File: config.mk
export PLATFORM = sky130hd
export DESIGN_NAME = multicycle_controller_flat
export DESIGN_NICKNAME = d
export VERILOG_FILES = /design/src/rtl/multicycle_controller_if.sv /design/src/rtl/multicycle_controller.sv /design/src/flat_wrapper.sv
export SDC_FILE = /design/constraint.sdc
export NUM_CORES = 1
export LEC_CHECK = 0
export BUFFER_PORTS_ARGS = -buffer_cell sky130_fd_sc_hd__buf_2
export CORE_MARGIN = 3
export CORE_UTILIZATION = 40
export CTS_BUF_LIST = sky130_fd_sc_hd__clkbuf_8
export DETAILED_ROUTE_END_ITERATION = 10
export PLACE_DENSITY_LB_ADDON = 0.08
export SETUP_SLACK_MARGIN = 0.5
export SLEW_MARGIN = 20
export SYNTH_ARGS = -nofsm -noshare
export SYNTH_HDL_FRONTEND = slang
export SYNTH_SLANG_ARGS = --single-unit
File: constraint.sdc
create_clock -name clk -period 1 [get_ports clk]
set_input_delay 0.1 -clock clk [delete_from_list [all_inputs] [get_ports clk]]
set_output_delay 0.1 -clock clk [all_outputs]
set_load 0.01 [all_outputs]
File: src/rtl/multicycle_controller_if.sv
// multicycle_controller_if: opcode/flag inputs and datapath controls of the multicycle MIPS controller.
interface multicycle_controller_if #(
    parameter int OPW = 6,
    parameter int FNW = 6
);
    logic [OPW-1:0] Op;
    logic [FNW-1:0] Funct;
    logic           Zero;
    logic           PCEn;
    logic           IorD;
    logic           MemWrite;
    logic           IRWrite;
    logic           RegDst;
    logic           MemtoReg;
    logic           RegWrite;
    logic           ALUSrcA;
    logic [1:0]     ALUSrcB;
    logic [1:0]     PCSrc;
    logic [2:0]     AluCon;
    logic           Illegal;
    logic [3:0]     State;

    modport master (
        input  Op, Funct, Zero,
        output PCEn, IorD, MemWrite, IRWrite, RegDst, MemtoReg, RegWrite,
               ALUSrcA, ALUSrcB, PCSrc, AluCon, Illegal, State
    );

    modport slave (
        output Op, Funct, Zero,
        input  PCEn, IorD, MemWrite, IRWrite, RegDst, MemtoReg, RegWrite,
               ALUSrcA, ALUSrcB, PCSrc, AluCon, Illegal, State
    );
endinterface

File: src/rtl/multicycle_controller.sv
// multicycle_controller: Moore control FSM sequencing fetch/decode/execute/memory/writeback.
module multicycle_controller (
    input  logic                   clk,
    input  logic                   rst_n,
    multicycle_controller_if.master bus
);
    localparam logic [3:0] S_FETCH  = 4'd0,  S_DECODE = 4'd1,  S_MEMADR = 4'd2,  S_MEMRD  = 4'd3;
    localparam logic [3:0] S_MEMWB  = 4'd4,  S_MEMWR  = 4'd5,  S_EXEC   = 4'd6,  S_ALUWB  = 4'd7;
    localparam logic [3:0] S_BEQ    = 4'd8,  S_ADDIEX = 4'd9,  S_ADDIWB = 4'd10, S_JUMP   = 4'd11;
    localparam logic [5:0] OP_LW = 6'b100011, OP_SW = 6'b101011, OP_RTYPE = 6'b000000;
    localparam logic [5:0] OP_BEQ = 6'b000100, OP_ADDI = 6'b001000, OP_J = 6'b000010;
    localparam logic [5:0] F_ADD = 6'b100000, F_SUB = 6'b100010, F_AND = 6'b100100;
    localparam logic [5:0] F_OR = 6'b100101, F_SLT = 6'b101010;

    logic [3:0] state_q, state_d, s;
    logic       pc_write, branch, mem_write, ir_write, reg_write, illegal;
    logic [2:0] funct_alu;
    logic       funct_ok;

    assign funct_alu = (bus.Funct == F_ADD) ? 3'b010 :
                       (bus.Funct == F_SUB) ? 3'b110 :
                       (bus.Funct == F_AND) ? 3'b000 :
                       (bus.Funct == F_OR)  ? 3'b001 :
                       (bus.Funct == F_SLT) ? 3'b111 : 3'b010;
    assign funct_ok  = bus.Funct inside {F_ADD, F_SUB, F_AND, F_OR, F_SLT};

    // In reset the selects follow FETCH so the datapath sees a clean fetch setup.
    assign s = rst_n ? state_q : S_FETCH;

    always_comb begin
        state_d     = S_FETCH;
        pc_write    = 1'b0;
        branch      = 1'b0;
        mem_write   = 1'b0;
        ir_write    = 1'b0;
        reg_write   = 1'b0;
        illegal     = 1'b0;
        bus.IorD    = 1'b0;
        bus.RegDst  = 1'b0;
        bus.MemtoReg = 1'b0;
        bus.ALUSrcA = 1'b0;
        bus.ALUSrcB = 2'b00;
        bus.PCSrc   = 2'b00;
        bus.AluCon  = 3'b000;
        case (s)
            S_DECODE: begin
                bus.ALUSrcB = 2'b11;
                bus.AluCon  = 3'b010;
                case (bus.Op)
                    OP_LW, OP_SW: state_d = S_MEMADR;
                    OP_RTYPE:     state_d = S_EXEC;
                    OP_BEQ:       state_d = S_BEQ;
                    OP_ADDI:      state_d = S_ADDIEX;
                    OP_J:         state_d = S_JUMP;
                    default:      illegal = 1'b1;
                endcase
            end
            S_MEMADR: begin
                bus.ALUSrcA = 1'b1;
                bus.ALUSrcB = 2'b10;
                bus.AluCon  = 3'b010;
                state_d     = (bus.Op == OP_LW) ? S_MEMRD : S_MEMWR;
            end
            S_MEMRD: begin
                bus.IorD = 1'b1;
                state_d  = S_MEMWB;
            end
            S_MEMWB: begin
                reg_write    = 1'b1;
                bus.MemtoReg = 1'b1;
            end
            S_MEMWR: begin
                bus.IorD  = 1'b1;
                mem_write = 1'b1;
            end
            S_EXEC: begin
                bus.ALUSrcA = 1'b1;
                bus.AluCon  = funct_alu;
                illegal     = !funct_ok;
                state_d     = funct_ok ? S_ALUWB : S_FETCH;
            end
            S_ALUWB: begin
                bus.RegDst = 1'b1;
                reg_write  = 1'b1;
            end
            S_BEQ: begin
                bus.ALUSrcA = 1'b1;
                bus.AluCon  = 3'b110;
                bus.PCSrc   = 2'b01;
                branch      = 1'b1;
            end
            S_ADDIEX: begin
                bus.ALUSrcA = 1'b1;
                bus.ALUSrcB = 2'b10;
                bus.AluCon  = 3'b010;
                state_d     = S_ADDIWB;
            end
            S_ADDIWB: reg_write = 1'b1;
            S_JUMP: begin
                pc_write  = 1'b1;
                bus.PCSrc = 2'b10;
            end
            default: begin
                ir_write    = 1'b1;
                pc_write    = 1'b1;
                bus.ALUSrcB = 2'b01;
                bus.AluCon  = 3'b010;
                state_d     = (s == S_FETCH) ? S_DECODE : S_FETCH;
            end
        endcase
    end

    assign bus.PCEn     = rst_n & (pc_write | (branch & bus.Zero));
    assign bus.MemWrite = rst_n & mem_write;
    assign bus.IRWrite  = rst_n & ir_write;
    assign bus.RegWrite = rst_n & reg_write;
    assign bus.Illegal  = rst_n & illegal;
    assign bus.State    = state_q;

    always_ff @(posedge clk) begin
        if (!rst_n) state_q <= S_FETCH;
        else        state_q <= state_d;
    end
endmodule

File: src/flat_wrapper.sv
// flat-port wrapper written by rule: the top's interface ports become plain ports
module multicycle_controller_flat 
  (clk, rst_n, bus_Op, bus_Funct, bus_Zero, bus_PCEn, bus_IorD, bus_MemWrite, bus_IRWrite, bus_RegDst, bus_MemtoReg, bus_RegWrite, bus_ALUSrcA, bus_ALUSrcB, bus_PCSrc, bus_AluCon, bus_Illegal, bus_State);
  multicycle_controller_if bus_i ();
  input  logic clk;
  input  logic rst_n;
  input wire logic [$bits(bus_i.Op)-1:0] bus_Op;
  input wire logic [$bits(bus_i.Funct)-1:0] bus_Funct;
  input wire logic [$bits(bus_i.Zero)-1:0] bus_Zero;
  output wire logic [$bits(bus_i.PCEn)-1:0] bus_PCEn;
  output wire logic [$bits(bus_i.IorD)-1:0] bus_IorD;
  output wire logic [$bits(bus_i.MemWrite)-1:0] bus_MemWrite;
  output wire logic [$bits(bus_i.IRWrite)-1:0] bus_IRWrite;
  output wire logic [$bits(bus_i.RegDst)-1:0] bus_RegDst;
  output wire logic [$bits(bus_i.MemtoReg)-1:0] bus_MemtoReg;
  output wire logic [$bits(bus_i.RegWrite)-1:0] bus_RegWrite;
  output wire logic [$bits(bus_i.ALUSrcA)-1:0] bus_ALUSrcA;
  output wire logic [$bits(bus_i.ALUSrcB)-1:0] bus_ALUSrcB;
  output wire logic [$bits(bus_i.PCSrc)-1:0] bus_PCSrc;
  output wire logic [$bits(bus_i.AluCon)-1:0] bus_AluCon;
  output wire logic [$bits(bus_i.Illegal)-1:0] bus_Illegal;
  output wire logic [$bits(bus_i.State)-1:0] bus_State;
  assign bus_i.Op = bus_Op;
  assign bus_i.Funct = bus_Funct;
  assign bus_i.Zero = bus_Zero;
  assign bus_PCEn = bus_i.PCEn;
  assign bus_IorD = bus_i.IorD;
  assign bus_MemWrite = bus_i.MemWrite;
  assign bus_IRWrite = bus_i.IRWrite;
  assign bus_RegDst = bus_i.RegDst;
  assign bus_MemtoReg = bus_i.MemtoReg;
  assign bus_RegWrite = bus_i.RegWrite;
  assign bus_ALUSrcA = bus_i.ALUSrcA;
  assign bus_ALUSrcB = bus_i.ALUSrcB;
  assign bus_PCSrc = bus_i.PCSrc;
  assign bus_AluCon = bus_i.AluCon;
  assign bus_Illegal = bus_i.Illegal;
  assign bus_State = bus_i.State;
  multicycle_controller u_core (.clk(clk), .rst_n(rst_n), .bus(bus_i));
endmodule
==> flow_summary.yaml <==
setup_path:
  crit_fanout: 4
  end_kind: "primary output"
  critPathArrivalTime_ns: 1.43
  worst_ep_required_time_ns: 0.90
  regToRegSetupSlack_ns: -0.38
  rr_startpoint: "u_core.bus.State[2]"
  r2r-end: "u_core.bus.State[1]"
  path_class: "reg -> out"
  rr_worst_depth: 6
  startpoint: "u_core.bus.State[1]"
  start_kind: "register"
route:
  drc_errors: 0
  wl_per_cell_um: 19.15
  dr.pass1.iters: 4
  drtIter0Drc: 35
  viasPerCell: 6.259
  dr_total_vias: 1039
  drt-total-wl_um: 3179
  postRouteAntennaNets: 0
synthesis:
  synthCells: 87
  synth-simple-area-share_pct: 49.16
  synth_seq_cells: 4
  synthAdderAreaFrac_pct: 0
  synth_top_area_share_pct: 13.45
  synth_top_family_by_area: "simple AND/OR/NAND/NOR gates"
  synthTopCellsByArea: "dfxtp_1, nor2_1, nand2_1, nand3_1, nand3b_1"
  synth_area_per_cell_sq_um: 6.846
  seq_area_frac_synth_pct: 13.45
  synth_edf_count: 0
  async_flop_share_pct: 0
  syn_nets: 102
  synth_flop_cell: "dfxtp_1"
  syn_area_sq_um: 595.6
  yosysWarnings: 0
  synth-xor-area-share_pct: 2.941
  synth-compound-area-share_pct: 25.84
  netlist-cell-type-count: 39
  muxShareOfSynthArea_pct: 1.681
  yosysTopAreaCell: "dfxtp_1"
timing:
  worst_pin_slew_ns: 0.3767
  maxSlewViolCount: 0
  rsz0062_at_grt: "true"
  fin_crit_ns: 1.534
  skew_ns: 0.005162
  setup_slack_ns: -0.5341
  timing.final.crit_share_pct: 153.4
  finalHoldViolations: 0
  holdWs_ns: 0.3248
  slew_headroom_pct: 74.68
  finalSetupViolations: 23
  fmax_mhz: 651.8
cts:
  cts.path.max_buffers: 2
  clk_latency_ns: 0.23
  root_buffer: "clkbuf_8"
  htreeDepth: 1
  numCtsBuffers: 3
  clk_pin_slew_ns: 0.04
  tritoncts: "yes"
  hold_buffers: 0
  cts.sinks: 4
layout:
  finalNetCount: 168
  insertedDiodeCount: 0
  final_area_sq_um: 1190
  post-route-util_pct: 88.14
  nFillCells: 74
  drive_gt1_share_pct: 64.90
  largest_register_ffs: 4
  syn_to_final_growth_pct: 99.79
  layout_common_cells: "buf_2, buf_4, buf_6"
  final_common_cell: "buf_2"
power:
  peakVddDrop_v: 0.0005214
  p_per_area_nw_per_um2: 724.2
  total_power_mw: 0.8617
  p_leak_nw: 0.5606
job:
  maxCapViolCount: 0
hold_path:
  hold_depth: 4
  worstHoldPathType: "in -> reg"
  holdPathEnd: "u_core.bus.State[1]"
  worstHoldStart: "bus_Op[5]"
placement:
  io_buffer_count: 34
  placed_area_sq_um: 978.4
  dp_hpwl_um: 1628
  finalWeightedCongestion: 0.8418
run_status:
  status: "finished, violations left"
  violations: "negative setup slack"
global_route:
  grt_pass1_vias: 830
  grt_pass1_wl_um: 3760
  grt_max_degree: 10
  track_usage_pct: 26.78
  antenna_found_initial: 0
  grt_overflow: 0
floorplan:
  die_h_um: 44.59
  start_util_pct: 44.11
  fp.dieArea_sq_um: 1988
  die_w_um: 44.59
  io_pins: 35
  fp.coreArea_sq_um: 1350
  rows: 13
## where the power goes
| part | total [mW] | switching (mW) | internal (mW) |
|---|---|---|---|
| Sequential | 0.168 | 0.00789 | 0.161 |
| Combinational | 0.327 | 0.165 | 0.162 |
| Clock | 0.366 | 0.107 | 0.259 |
| Total | 0.862 | 0.280 | 0.582 |
## cell usage after synthesis, types with 2 or more instances
master and number:
nor4_1 3, a21oi_1 3, nand3_1 6, nor4_2 2
o21ai_0 3, nand3b_1 4, nor2_1 13, nand2_1 10
a21boi_0 2, o21bai_1 2, o2111ai_1 2, a32o_1 2
inv_1 2, nand2b_1 3, buf_2 3, dfxtp_1 4
## metal layers
metal,track usage [%],part of all wire (%),up-vias,wire (um)
met3,6.911,8.5,18,269
li1,-,-,460,-
met1,29.71,38,484,1205
met2,48.14,50,77,1574
met5,0,0,-,0
met4,9.639,4.0,0,128
## cell type report
| class | instances | area [sq um] | share of cell area [%] |
|---|---|---|---|
| multi-input cells | 76 | 554.3 | 46.58 |
| inverters | 2 | 7.507 | 0.6309 |
| well taps | 15 | 18.77 | 1.577 |
| repair buffers | 66 | 475.5 | 39.96 |
| flip-flops and latches | 4 | 92.59 | 7.781 |
| clock buffers | 3 | 41.29 | 3.470 |
## repair_timing
item                                   4_1_cts  5_1_grt
endpoints found under the hold margin        0        0
gates cloned                                 0        0
gates resized for setup                     14       19
setup endpoints to repair                   24       24
setup buffers                                3        4
pin swaps                                    2        4
## metrics by stage
stage	setup TNS (ns)	std cells	setup WS [ns]
2_1_floorplan	-1.328	87	-0.2450
3_3_place_gp	-2.087	156	-0.2093
3_5_place_dp	-2.506	156	-0.2334
4_1_cts	-6.231	162	-0.4775
5_1_grt	-8.770	166	-0.5753
6_report	-7.715	166	-0.5341
## critical path: stages (launching register included)
cell and delay (ns):
dfxtp_2 0.33, or2_1 0.25, or2_1 0.26, nor2_2 0.14
a31o_1 0.11, buf_2 0.12
## how the worst max path moves through the flow
| stage | end | slack (ns) | cells after the start |
|---|---|---|---|
| 2_1_floorplan | bus_AluCon[2] | -0.25 | 4 |
| 3_3_place_gp | bus_AluCon[2] | -0.21 | 5 |
| 3_5_place_dp | bus_AluCon[2] | -0.23 | 5 |
| 4_1_cts | bus_AluCon[2] | -0.48 | 5 |
| 5_1_grt | bus_AluCon[2] | -0.58 | 5 |
| 6_report | bus_AluCon[2] | -0.53 | 5 |
## cells by family (layout without fill, tap and decap cells)
family / Yosys count / count (layout)
compound gates: 21 / 21
xor+xnor: 2 / 2
buf+inv: 7 / 71
flops: 4 / 4
mux: 1 / 1
simple gates: 52 / 52
Power figures use the tool's default switching activity.
